## src/rtl/bitcnt_pkg.sv

```systemverilog
// bitcnt_pkg: mode/state enums and result-width helper shared by the bit-counting unit
package bitcnt_pkg;
  typedef enum logic [1:0] {CLZ = 2'b00, CTZ = 2'b01, CPOP = 2'b10, LZMASK = 2'b11} mode_e;
  typedef enum logic [1:0] {IDLE = 2'b00, SCAN = 2'b01, DONE = 2'b10} state_e;
  function automatic int cnt_w(input int w);
    return $clog2(w + 1);
  endfunction
endpackage

```

## src/rtl/bitcnt_chunk.sv

```systemverilog
// bitcnt_chunk: combinational per-chunk leading/trailing-zero count, popcount, zero flag and leading-zero submask
module bitcnt_chunk #(
  parameter int CHUNK = 8,
  localparam int CC = $clog2(CHUNK + 1)
) (
  input  logic [CHUNK-1:0] d_i,
  output logic [CC-1:0]    lz_o,
  output logic [CC-1:0]    tz_o,
  output logic [CC-1:0]    pop_o,
  output logic             zero_o,
  output logic [CHUNK-1:0] lzmask_o
);
  logic hi_zero, lo_zero;
  // Walk inward from each end; a zero run ends at the first set bit seen from that side.
  always_comb begin
    hi_zero = 1'b1;
    lo_zero = 1'b1;
    lz_o = '0;
    tz_o = '0;
    pop_o = '0;
    lzmask_o = '0;
    for (int i = CHUNK - 1; i >= 0; i--) begin
      hi_zero = hi_zero & ~d_i[i];
      lzmask_o[i] = hi_zero;
      lz_o = lz_o + CC'(hi_zero);
      pop_o = pop_o + CC'(d_i[i]);
    end
    for (int i = 0; i < CHUNK; i++) begin
      lo_zero = lo_zero & ~d_i[i];
      tz_o = tz_o + CC'(lo_zero);
    end
    zero_o = hi_zero;
  end
endmodule

```

## src/rtl/bitcnt_seq.sv

```systemverilog
// bitcnt_seq: iterative CLZ/CTZ/CPOP/LZMASK unit, CHUNK bits per cycle; BITCNT_EARLYOUT_EN ends CLZ/CTZ/LZMASK scans at the first set chunk
module bitcnt_seq
  import bitcnt_pkg::*;
#(
  parameter int WIDTH = 64,
  parameter int CHUNK = 8,
  localparam int CW = cnt_w(WIDTH)
) (
  input  logic             clk,
  input  logic             reset_n,
  input  logic             ReqValid,
  output logic             ReqReady,
  input  logic [1:0]       Mode,
  input  logic             W,
  input  logic [WIDTH-1:0] A,
  input  logic             Flush,
  output logic             ResValid,
  input  logic             ResReady,
  output logic [CW-1:0]    Count,
  output logic [WIDTH-1:0] Mask
);
  localparam int CC = $clog2(CHUNK + 1);
  localparam int NF = WIDTH / CHUNK;
  localparam int IW = $clog2(NF);
  localparam int HW = WIDTH / 2;

  state_e state_q, state_d;
  mode_e mode_q;
  logic w_q, found_q, msb, ld_msb, zero, last, early, fin, accept;
  logic [IW-1:0] idx_q;
  logic [WIDTH-1:0] op_q, op_ld, macc_q, macc_d, mask_q;
  logic [CW-1:0] acc_q, acc_d, count_q, add, sh;
  logic [CHUNK-1:0] chunk, lzm;
  logic [CC-1:0] lz, tz, pop;

  bitcnt_chunk #(.CHUNK(CHUNK)) u_chunk (
    .d_i(chunk), .lz_o(lz), .tz_o(tz), .pop_o(pop), .zero_o(zero), .lzmask_o(lzm)
  );

`ifdef BITCNT_EARLYOUT_EN
  assign early = (mode_q != CPOP) && !zero;
`else
  assign early = 1'b0;
`endif

  // The operand is pre-aligned so the current chunk always sits at the top (MSB-first) or bottom (LSB-first).
  always_comb begin
    msb = (mode_q == CLZ) || (mode_q == LZMASK);
    ld_msb = (Mode == CLZ) || (Mode == LZMASK);
    op_ld = W ? (ld_msb ? {A[HW-1:0], {HW{1'b0}}} : {{HW{1'b0}}, A[HW-1:0]}) : A;
    chunk = msb ? op_q[WIDTH-1 -: CHUNK] : op_q[CHUNK-1:0];
    add = mode_q == CPOP ? CW'(pop) : found_q ? '0 : CW'(mode_q == CTZ ? tz : lz);
    acc_d = acc_q + add;
    sh = (w_q ? CW'(HW) : CW'(WIDTH)) - CW'(idx_q) * CW'(CHUNK) - CW'(CHUNK);
    macc_d = macc_q | (found_q ? '0 : WIDTH'(lzm) << sh);
    last = idx_q == (w_q ? IW'(NF / 2 - 1) : IW'(NF - 1));
    fin = last | early;
    accept = (state_q == IDLE) && (state_d == SCAN);
  end

  // State register.
  always_ff @(posedge clk or negedge reset_n) begin
    if (!reset_n) state_q <= IDLE;
    else state_q <= state_d;
  end

  // Next state; Flush overrides every other transition.
  always_comb begin
    state_d = state_q;
    case (state_q)
      IDLE: if (ReqValid) state_d = SCAN;
      SCAN: if (fin) state_d = DONE;
      DONE: if (ResReady) state_d = IDLE;
      default: state_d = IDLE;
    endcase
    if (Flush) state_d = IDLE;
  end

  // Handshake outputs follow the state directly.
  always_comb begin
    ReqReady = state_q == IDLE;
    ResValid = state_q == DONE;
  end

  // Capture the request on accept, then consume one chunk per SCAN cycle.
  always_ff @(posedge clk or negedge reset_n) begin
    if (!reset_n) begin
      mode_q <= CLZ;
      w_q <= 1'b0;
      op_q <= '0;
      idx_q <= '0;
      acc_q <= '0;
      found_q <= 1'b0;
      macc_q <= '0;
    end else if (accept) begin
      mode_q <= mode_e'(Mode);
      w_q <= W;
      op_q <= op_ld;
      idx_q <= '0;
      acc_q <= '0;
      found_q <= 1'b0;
      macc_q <= '0;
    end else if (state_q == SCAN) begin
      op_q <= msb ? op_q << CHUNK : op_q >> CHUNK;
      idx_q <= idx_q + 1'b1;
      acc_q <= acc_d;
      found_q <= found_q | ~zero;
      macc_q <= macc_d;
    end
  end

  // Results load on entry to DONE, hold while DONE persists, and read zero otherwise.
  always_ff @(posedge clk or negedge reset_n) begin
    if (!reset_n) begin
      count_q <= '0;
      mask_q <= '0;
    end else if (state_q == SCAN && state_d == DONE) begin
      count_q <= mode_q == LZMASK ? '0 : acc_d;
      mask_q <= mode_q == LZMASK ? macc_d : '0;
    end else if (state_d != DONE) begin
      count_q <= '0;
      mask_q <= '0;
    end
  end

  assign Count = count_q;
  assign Mask = mask_q;
endmodule

```

## config.mk

```make
export PLATFORM = sky130hd
export DESIGN_NAME = bitcnt_seq
export DESIGN_NICKNAME = d
export VERILOG_FILES = /design/src/rtl/bitcnt_pkg.sv /design/src/rtl/bitcnt_chunk.sv /design/src/rtl/bitcnt_seq.sv
export SDC_FILE = /design/constraint.sdc
export NUM_CORES = 1
export LEC_CHECK = 0
export BUFFER_PORTS_ARGS = -buffer_cell sky130_fd_sc_hd__buf_2
export CAP_MARGIN = 10
export CORE_ASPECT_RATIO = 1.4
export CORE_MARGIN = 4
export CORE_UTILIZATION = 40
export DETAILED_ROUTE_END_ITERATION = 8
export PLACE_DENSITY_LB_ADDON = 0.12
export SYNTH_ARGS = -nofsm -noshare
export SYNTH_HDL_FRONTEND = slang
export SYNTH_HIERARCHICAL = 1
export SYNTH_SLANG_ARGS = --single-unit
```

## constraint.sdc

```tcl
create_clock -name clk -period 5.75 [get_ports clk]
set_clock_uncertainty 0.05 [all_clocks]
set_input_delay 0.2875 -clock clk [delete_from_list [all_inputs] [get_ports clk]]
set_output_delay 0.2875 -clock clk [all_outputs]
set_load 0.005 [all_outputs]
```

==> results of run 1 <==
## layer usage
layer / up-vias / track usage, % / routed length (um)
met5: - / 0 / 19
met4: 2 / 6.66 / 929
met3: 59 / 2.27 / 1370
met2: 236 / 38.4 / 16700
met1: 4614 / 26.6 / 13300
li1: 4246 / - / -
## stage by stage
step | hold WS [ns] | cell area, um2
after floorplan | -0.0581 | 10900
after global placement | 0.305 | 11900
after detailed placement | 0.304 | 11900
after CTS | 0.00356 | 13400
after global routing | 0.00325 | 13400
final | -0.00415 | 13400
## power by group through the flow
stage	registers (mW)	clock network (mW)	logic, mW
after floorplan	2.01	0	2.35
after global placement	2.10	0	3.29
after detailed placement	2.10	0	3.36
after CTS	2.08	1.69	3.48
after global routing	2.12	1.75	3.92
final	2.08	1.65	3.51
## synth_stat cells (5+ instances only)
library cell / instances
a21oi_1: 43
a221o_1: 18
a221oi_1: 7
a22oi_1: 78
a32o_1: 51
a32oi_1: 8
and2_1: 9
buf_1: 5
buf_2: 33
buf_6: 6
clkbuf_1: 51
dfrtp_1: 215
fa_1: 12
ha_1: 23
inv_1: 36
mux2_2: 8
mux2i_1: 52
nand2_1: 74
nand3_1: 59
nor2_1: 44
nor2b_1: 7
o21ai_0: 133
o21ai_1: 13
o21ai_2: 10
xnor2_1: 5
## repair_timing
action | CTS | global route
hold buffers | 59 | 0
endpoints found under the hold margin | 113 | 0
endpoints found under the setup margin | 1 | 8
gates cloned | 0 | 0
buffers inserted | 0 | 4
gates resized for setup | 1 | 14
pin swaps | 0 | 9
## how the worst min path moves through the flow
stage,slack [ns],to
floorplan,-0.06,Count[0]$_DFFE_PN0P_
global placement,0.31,Mask[27]$_DFFE_PN0P_
detailed placement,0.30,Mask[27]$_DFFE_PN0P_
CTS,0.004,op_q[13]$_DFFE_PN0P_
global route,0.003,op_q[25]$_DFFE_PN0P_
finish,-0.004,op_q[13]$_DFFE_PN0P_
## state kept, by name (all words and copies together) (netlist names)
signal	cells
macc_q	64
Count	7
Mask	64
op_q	64
found_q	1
acc_q	7
mode_q	2
w_q	1
state_q	2
idx_q	3
## cells in the final DEF (no fill, tap or decap), drive strengths merged, types with 5 or more instances in the layout
cell type,count
a32oi,8
nand3,60
ha,23
a22oi,78
nor3b,5
nor2b,7
dlygate4sd3,59
xnor2,5
a221o,18
mux2i,52
mux2,8
o21ai,156
dfrtp,215
and2,11
a32o,51
nand2,74
nor2,47
clkbuf,31
a221oi,7
a21oi,43
fa,12
buf,180
clkinv,5
bufinv,5
inv,36
nor3,5
## area by class of cell
cell class,count,area share [%]
clock buffer,30,4.85
tap,365,3.40
timing repair buffer,240,12.0
inverter,36,1.01
multi-input combinational,709,37.4
sequential,215,40.0
clock inverter,11,1.39
## tightest hold or removal path: stages
cell and delay (ns):
buf_2 0.09, nand3_1 0.07, o21ai_0 0.07
## kinds of logic after synthesis
kind of cell             after synthesis  share of synthesized area, %
adder cells (fa/ha/maj)               35                          4.84
XOR/XNOR                               9                         0.722
AO/OA/AOI/OAI                        377                          23.6
multiplexers                          60                          5.59
buffers and inverters                134                          5.48
AND/OR/NAND/NOR                      228                          10.5
flip-flops                           215                          49.3
==> flow_summary.yaml, run 1 <==
clocking:
  cts.htree.levels: 1
  cts_tree: "built"
  cts_buffers: 23
  clkLatencyLatePin_ns: 0.51
  root_buffer: "clkbuf_16"
  clk_path_buf_depth: 3
  clk_pin_slew_ns: 0.07
  clock-sinks: 215
placed_design:
  port_buffers: 144
  dp_hpwl_um: 20500
  gp_congestion: 0.821
  dp_slack_ns: -0.0232
  dp.cells: 1502
sta:
  setup_ws_ns: 0.149
  rsz0062_at_grt: "true"
  whs_ns: -0.00415
  relSlewSlack_pct: 25.5
  fin_crit_sh_pct: 97.4
  max_freq_mhz: 179
  fin_tns_setup_ns: 0
  drv_slew: 0
  period_minus_slack_ns: 5.60
  setup_viol_count_final: 0
  worstMarginPinSlew_ns: 1.10
  hold_viol_final: 1
setup_path:
  cp_data_arrival_time_ns: 5.95
  worst-path-buf-inv: 2
  critPathTopFamily: "adder cells"
  path_depth: 19
  crit_type: "reg2reg"
  r2r_end: "Count[4]$_DFFE_PN0P_"
  end_kind: "flip-flop"
  cp.required_ns: 6.10
  critPathCapture: "Count[4]$_DFFE_PN0P_"
  r2r_cells: 19
  rrSetupSlack_ns: 0.15
  critPathLaunch: "mode_q[0]$_DFFE_PN0P_"
  path_cells: "inv_2, ha_4, mux2_4, or4_4, nor4b_4, ha_1, fa_1, fa_1, ha_2, inv_2, fa_2, xnor2_1, mux2i_1, o21ai_2, ha_1, nor2b_4, o21a_1, or3_1, a32o_1"
  crit_slowest_cell: "or4_4"
  crit_path_start_kind: "flip-flop"
  slowest_delay_ns: 0.57
  crit_fanout: 6
  r2r_start: "mode_q[0]$_DFFE_PN0P_"
global_route:
  first_global_vias: 9328
  grt_pass1_wl_um: 51800
  antenna_found_initial: 2
  grt_util_all_layers_pct: 21.2
  overflow: 0
  grt_start_max_net_pins: 143
detailed_routing:
  ant_nets: 0
  routedWlPerCell_um: 20.1
  drt_iter0_markers: 549
  wl_um: 32300
  vias: 9157
  drtPass1Iterations: 5
  drc_errors: 0
  via_per_inst: 5.70
layout:
  area_growth_pct: 23.2
  drive_gt1_share_pct: 21.7
  nFillCells: 2531
  fin_nets: 1332
  layout.cells.non_filler: 1606
  utilization_pct: 50.0
  diodes: 0
  ff_latch_area_mm2: 0.00538
  multi_input_area_mm2: 0.00502
power_and_ir_drop:
  power_frac_comb_pct: 48.5
  p_leak_nw: 6.18
  swShare_pct: 41.6
  power_mw: 7.24
  p_sw_mw: 3.01
  p_per_area_mw_per_mm2: 538
  seqPwrFrac_pct: 28.7
  pwr-share-clk_pct: 22.8
  p_int_mw: 4.22
  irDropWorstVdd_uv: 394
floorplan:
  core_area_mm2: 0.0269
  dieArea_mm2: 0.0300
  die_w_um: 148
  die_y_um: 203
  ios: 145
  rows: 71
  start_util_pct: 40.5
outcome:
  status: "complete, but fails checks"
  failed_checks: "negative hold slack"
hold_path:
  hold_class: "in2reg"
  hold-path-cell-count: 3
  hp-start: "A[13]"
run:
  maxCapViolations: 0
yosys:
  yosysTopAreaCellShare_pct: 49.3
  synth_ff_type: "dfrtp_1"
  syn_area_per_cell_um2: 10.3
  yosys_warnings: 6
  synth_top_area_cell: "dfrtp_1"
  synthTopCellsByArea: "dfrtp_1, o21ai_0, a22oi_1"
  ys_types: 59
  synth-edff-count: 0
  synth_area_mm2: 0.0109
  synthCells: 1058
  synth_seq_area_share_pct: 49.3
  ys_seq_elements: 215
  syn_nets: 1165
  synthArstFlopShare_pct: 100
Power figures use the tool's default switching activity.
==> run 2: changes to the inputs <==
- CTS_BUF_LIST: not set -> sky130_fd_sc_hd__clkbuf_8
- CTS_CLUSTER_SIZE: not set -> 20
- clock period: 5.75 -> 6.48 ns (I/O delays scaled with it)
==> flow_summary.yaml, run 2 (synthesized netlist as in run 1, its figures left out) <==
layout:
  final_cell_area_mm2: 0.0131
  layout_common_cells: "dfrtp_1, buf_2, o21ai_0"
  layout.cells.non_filler: 1617
  final_common_cell: "dfrtp_1"
  area_growth_pct: 20.3
  drive_gt1_share_pct: 20.2
  fin_nets: 1335
placed_design:
  dp.cells: 1496
  placed_cell_area_mm2: 0.0119
  port_buffers: 144
  dp_hpwl_um: 20600
  gp_congestion: 0.799
clocking:
  clock-sinks: 215
  cts.htree.levels: 2
  clk_pin_slew_ns: 0.06
  clk_path_buf_depth: 3
  root_buffer: "clkbuf_8"
  cts_tree: "built"
  clkLatencyLatePin_ns: 0.52
  post-cts-setup-buffers: 0
  cts_buffers: 37
floorplan:
  ios: 145
  rows: 71
  dieArea_mm2: 0.0300
  start_util_pct: 40.5
  die_w_um: 148
  core_area_mm2: 0.0269
  die_y_um: 203
sta:
  hold_viol_final: 0
  max_freq_mhz: 166
  fin_crit_sh_pct: 93.0
  drv_slew: 0
  period_minus_slack_ns: 6.03
  fin_tns_setup_ns: 0
  whs_ns: 0.0468
  relSlewSlack_pct: 33.1
  worstMarginPinSlew_ns: 1.00
  rsz0062_at_grt: "false"
  setup_viol_count_final: 0
outcome:
  status: "completed"
global_route:
  antenna_found_initial: 0
  overflow: 0
  grt_pass1_wl_um: 50900
  grt_start_max_net_pins: 115
  first_global_vias: 9126
  grt_util_all_layers_pct: 21.1
setup_path:
  cpMostUsedCell: "inv_1"
  end_kind: "flip-flop"
  worst-path-buf-inv: 5
  cp_data_arrival_time_ns: 6.38
  crit_slowest_cell: "fa_1"
  path_cells: "inv_1, ha_2, buf_4, mux2_2, inv_1, ha_1, nor3b_1, nand2_1, fa_1, inv_1, fa_1, ha_1, inv_1, fa_1, xnor2_1, mux2i_1, o21ai_0, ha_1, nor2b_1, o21a_1, or3_1, a32o_1"
  critPathTopFamily: "adder cells"
  crit_path_start_kind: "flip-flop"
  crit_type: "reg2reg"
  crit_fanout: 13
  cp.required_ns: 6.83
  slowest_delay_ns: 0.55
power_and_ir_drop:
  p_per_area_mw_per_mm2: 453
  power_mw: 5.95
  p_leak_nw: 6.09
  irDropWorstVdd_uv: 257
detailed_routing:
  ant_nets: 0
  vias: 9067
  wl_um: 32000
  via_per_inst: 5.61
  top_layer: "met4"
  routedWlPerCell_um: 19.8
  wl_met3_um: 1630
  dr_wl_met2_um: 16300
  drc_errors: 0
  drt_iter0_markers: 478
  wl_met1_um: 13200
  drtPass1Iterations: 5
hold_path:
  hold_class: "in2reg"
run:
  maxCapViolations: 0
run 2: cell types whose count changed in the layout (fill, tap and decap cells not counted), sizes merged, moves of 5 or more:
cell / before / now
bufinv: 5 / 0
buf: 180 / 171
clkinv: 5 / 0
inv: 36 / 55
clkbuf: 31 / 41
run 2: layout make-up:
cell class                      instances  area (um2)
Clock buffer                           41         564
Sequential cell                       215        5380
Multi-Input combinational cell        709        4970
Tap cell                              365         457
Inverter                               36         135
Clock inverter                         21        86.3
Timing Repair Buffer                  229        1530
Antenna cell                            1        2.50
Fill cell                            2567       13800
run 2: path summary, 6_finish.rpt:
path                                        start                      to  slack (ns)  cells after the start
hold / removal                              A[25]    op_q[25]$_DFFE_PN0P_        0.05                      3
setup / recovery            mode_q[0]$_DFFE_PN0P_    Count[4]$_DFFE_PN0P_        0.45                     22
min in group asynchronous                 reset_n    Mask[27]$_DFFE_PN0P_        0.38                      2
hold reg to reg            macc_q[32]$_DFFE_PN0P_  macc_q[32]$_DFFE_PN0P_        0.43                      2
max in group asynchronous                 reset_n    op_q[34]$_DFFE_PN0P_        4.89                      3
setup reg to reg            mode_q[0]$_DFFE_PN0P_    Count[4]$_DFFE_PN0P_        0.45                     22
run 2: tightest hold or removal path: stages:
cell and delay [ns]:
buf_2 0.10, nand3_1 0.08, o21ai_0 0.07
run 2: per-layer routing:
metal,track usage (%),vias up
li1,-,4256
met1,26.8,4507
met2,37.2,254
met3,3.29,50
met4,6.26,0
met5,0,-
run 2: what timing repair did:
action                    4_1_cts  5_1_grt
hold buffers                   58        0
gates resized for setup         0        0
hold endpoints to repair      141        0
run 2: metrics by stage:
stage / utilization, % / worst slack [ns]
2_1_floorplan: - / 0.510
3_3_place_gp: 44.2 / 0.595
3_5_place_dp: 44.2 / 0.446
4_1_cts: 48.8 / 0.445
5_1_grt: 48.8 / 0.0714
6_report: 48.8 / 0.452
run 2: power breakdown:
part           switching [mW]  total [mW]  internal (mW)  leakage (nW)
Sequential              0.222        1.84           1.62          2.91
Clock                   0.545        1.12          0.575         0.396
Combinational            1.86        2.99           1.13          2.78
Total                    2.62        5.95           3.32          6.09
==> run 3: changes to the inputs <==
- RECOVER_POWER: not set -> 25
==> flow_summary.yaml, run 3 (synthesized netlist as in run 1, its figures left out) <==
sta:
  rsz0062_at_grt: "false"
  drv_slew: 102
  fin_tns_setup_ns: 0
  setup_viol_count_final: 0
  worstMarginPinSlew_ns: 4.98
  whs_ns: 0.0482
  hold_viol_final: 0
  relSlewSlack_pct: -232
  max_freq_mhz: 166
  fin_crit_sh_pct: 93.0
  period_minus_slack_ns: 6.03
power_and_ir_drop:
  p_int_mw: 3.32
  power_frac_comb_pct: 50.2
  seqPwrFrac_pct: 31.0
  swShare_pct: 44.1
  p_sw_mw: 2.62
  irDropWorstVdd_uv: 257
  p_leak_nw: 6.08
  pwr-share-clk_pct: 18.8
  p_per_area_mw_per_mm2: 453
  power_mw: 5.95
detailed_routing:
  drtPass1Iterations: 5
  drt_iter0_markers: 476
  wl_met1_um: 13200
  ant_nets: 0
  vias: 9047
  routedWlPerCell_um: 19.8
  wl_um: 32000
  drc_errors: 0
  wl_met3_um: 1660
  via_per_inst: 5.59
  dr_wl_met2_um: 16300
  top_layer: "met4"
hold_path:
  hold-path-cell-count: 3
  hp-start: "A[25]"
  hold_class: "in2reg"
  holdPathEnd: "op_q[25]$_DFFE_PN0P_"
setup_path:
  cp.required_ns: 6.83
  r2r_start: "mode_q[0]$_DFFE_PN0P_"
  crit_path_start_kind: "flip-flop"
  r2r_cells: 22
  crit_type: "reg2reg"
  crit_fanout: 13
  cp_data_arrival_time_ns: 6.38
  r2r_end: "Count[4]$_DFFE_PN0P_"
  rrSetupSlack_ns: 0.45
  end_kind: "flip-flop"
placed_design:
  dp_hpwl_um: 20600
  gp_congestion: 0.799
  port_buffers: 144
clocking:
  cts_buffers: 37
  clk_path_buf_depth: 3
  cts_tree: "built"
  root_buffer: "clkbuf_8"
  clock-sinks: 215
  post-cts-setup-buffers: 0
  cts.htree.levels: 2
  clk_pin_slew_ns: 0.06
  clkLatencyLatePin_ns: 0.52
outcome:
  failed_checks: "max-capacitance violations, max-slew violations"
  status: "complete, but fails checks"
layout:
  layout_common_cells: "dfrtp_1, buf_2, o21ai_0"
  area_growth_pct: 20.2
  drive_gt1_share_pct: 20.0
  multi_input_area_mm2: 0.00497
  final_common_cell: "dfrtp_1"
  ff_latch_area_mm2: 0.00538
  nFillCells: 2570
  fin_nets: 1335
global_route:
  first_global_vias: 9126
  grt_start_max_net_pins: 115
  grt_pass1_wl_um: 50900
  overflow: 0
  grt_util_all_layers_pct: 21.1
  antenna_found_initial: 0
floorplan:
  dieArea_mm2: 0.0300
  ios: 145
  rows: 71
  start_util_pct: 40.5
  die_y_um: 203
  core_area_mm2: 0.0269
  die_w_um: 148
run:
  maxCapViolations: 1
-- run 3: worst max path at each step --
stage | slack [ns] | startpoint | to
2_1_floorplan | 0.51 | mode_q[0]$_DFFE_PN0P_ | Count[4]$_DFFE_PN0P_
6_report | 0.45 | mode_q[0]$_DFFE_PN0P_ | Count[4]$_DFFE_PN0P_
3_3_place_gp | 0.59 | mode_q[0]$_DFFE_PN0P_ | Count[4]$_DFFE_PN0P_
3_5_place_dp | 0.45 | mode_q[0]$_DFFE_PN0P_ | Count[4]$_DFFE_PN0P_
4_1_cts | 0.45 | mode_q[0]$_DFFE_PN0P_ | Count[4]$_DFFE_PN0P_
5_1_grt | 0.07 | mode_q[0]$_DFFE_PN0P_ | Count[4]$_DFFE_PN0P_
-- run 3: timing repair --
| item | CTS | global route |
|---|---|---|
| hold buffers | 58 | 0 |
| setup endpoints to repair | 0 | 0 |
| gates resized for setup | 0 | 0 |
| endpoints found under the hold margin | 141 | 0 |
-- run 3: routing by layer --
layer	vias up	GRT usage [%]
met1	4475	26.8
li1	4256	-
met2	266	37.2
met5	-	0
met4	0	6.26
met3	50	3.29
-- run 3: cell type report --
type | count | area share [%]
Multi-Input combinational cell | 709 | 37.9
Antenna cell | 1 | 0.0191
Clock inverter | 21 | 0.658
Tap cell | 365 | 3.48
Timing Repair Buffer | 229 | 11.6
Clock buffer | 41 | 4.30
Sequential cell | 215 | 41.0
Inverter | 36 | 1.03
-- run 3: metrics by stage --
step | instance area, um2 | cells | worst slack (ns) | utilization [%]
3_5_place_dp | 11900 | 1496 | 0.446 | 44.2
6_report | 13100 | 1617 | 0.453 | 48.7
2_1_floorplan | 10900 | 1058 | 0.510 | -
5_1_grt | 13100 | 1616 | 0.0714 | 48.7
4_1_cts | 13100 | 1616 | 0.445 | 48.8
3_3_place_gp | 11900 | 1496 | 0.595 | 44.2
-- run 3: power groups by stage --
| stage | sequential, mW | clock [mW] | combinational (mW) |
|---|---|---|---|
| finish | 1.84 | 1.12 | 2.98 |
| global route | 1.88 | 1.22 | 3.35 |
| CTS | 1.84 | 1.16 | 3.03 |
| detailed placement | 1.86 | 0 | 2.95 |
| global placement | 1.86 | 0 | 2.89 |
| floorplan | 1.79 | 0 | 2.08 |
-- run 3: critical path, stage by stage, from the launching register on --
cell and delay [ns]:
dfrtp_1 0.37, inv_1 0.07, ha_2 0.42, buf_4 0.27, mux2_2 0.42, inv_1 0.07
ha_1 0.20, nor3b_1 0.40, nand2_1 0.14, fa_1 0.55, inv_1 0.05, fa_1 0.51
ha_1 0.16, inv_1 0.05, fa_1 0.37, xnor2_1 0.15, mux2i_1 0.10, o21ai_0 0.32
ha_1 0.32, nor2b_1 0.15, o21a_1 0.20, or3_1 0.31, a32o_1 0.25
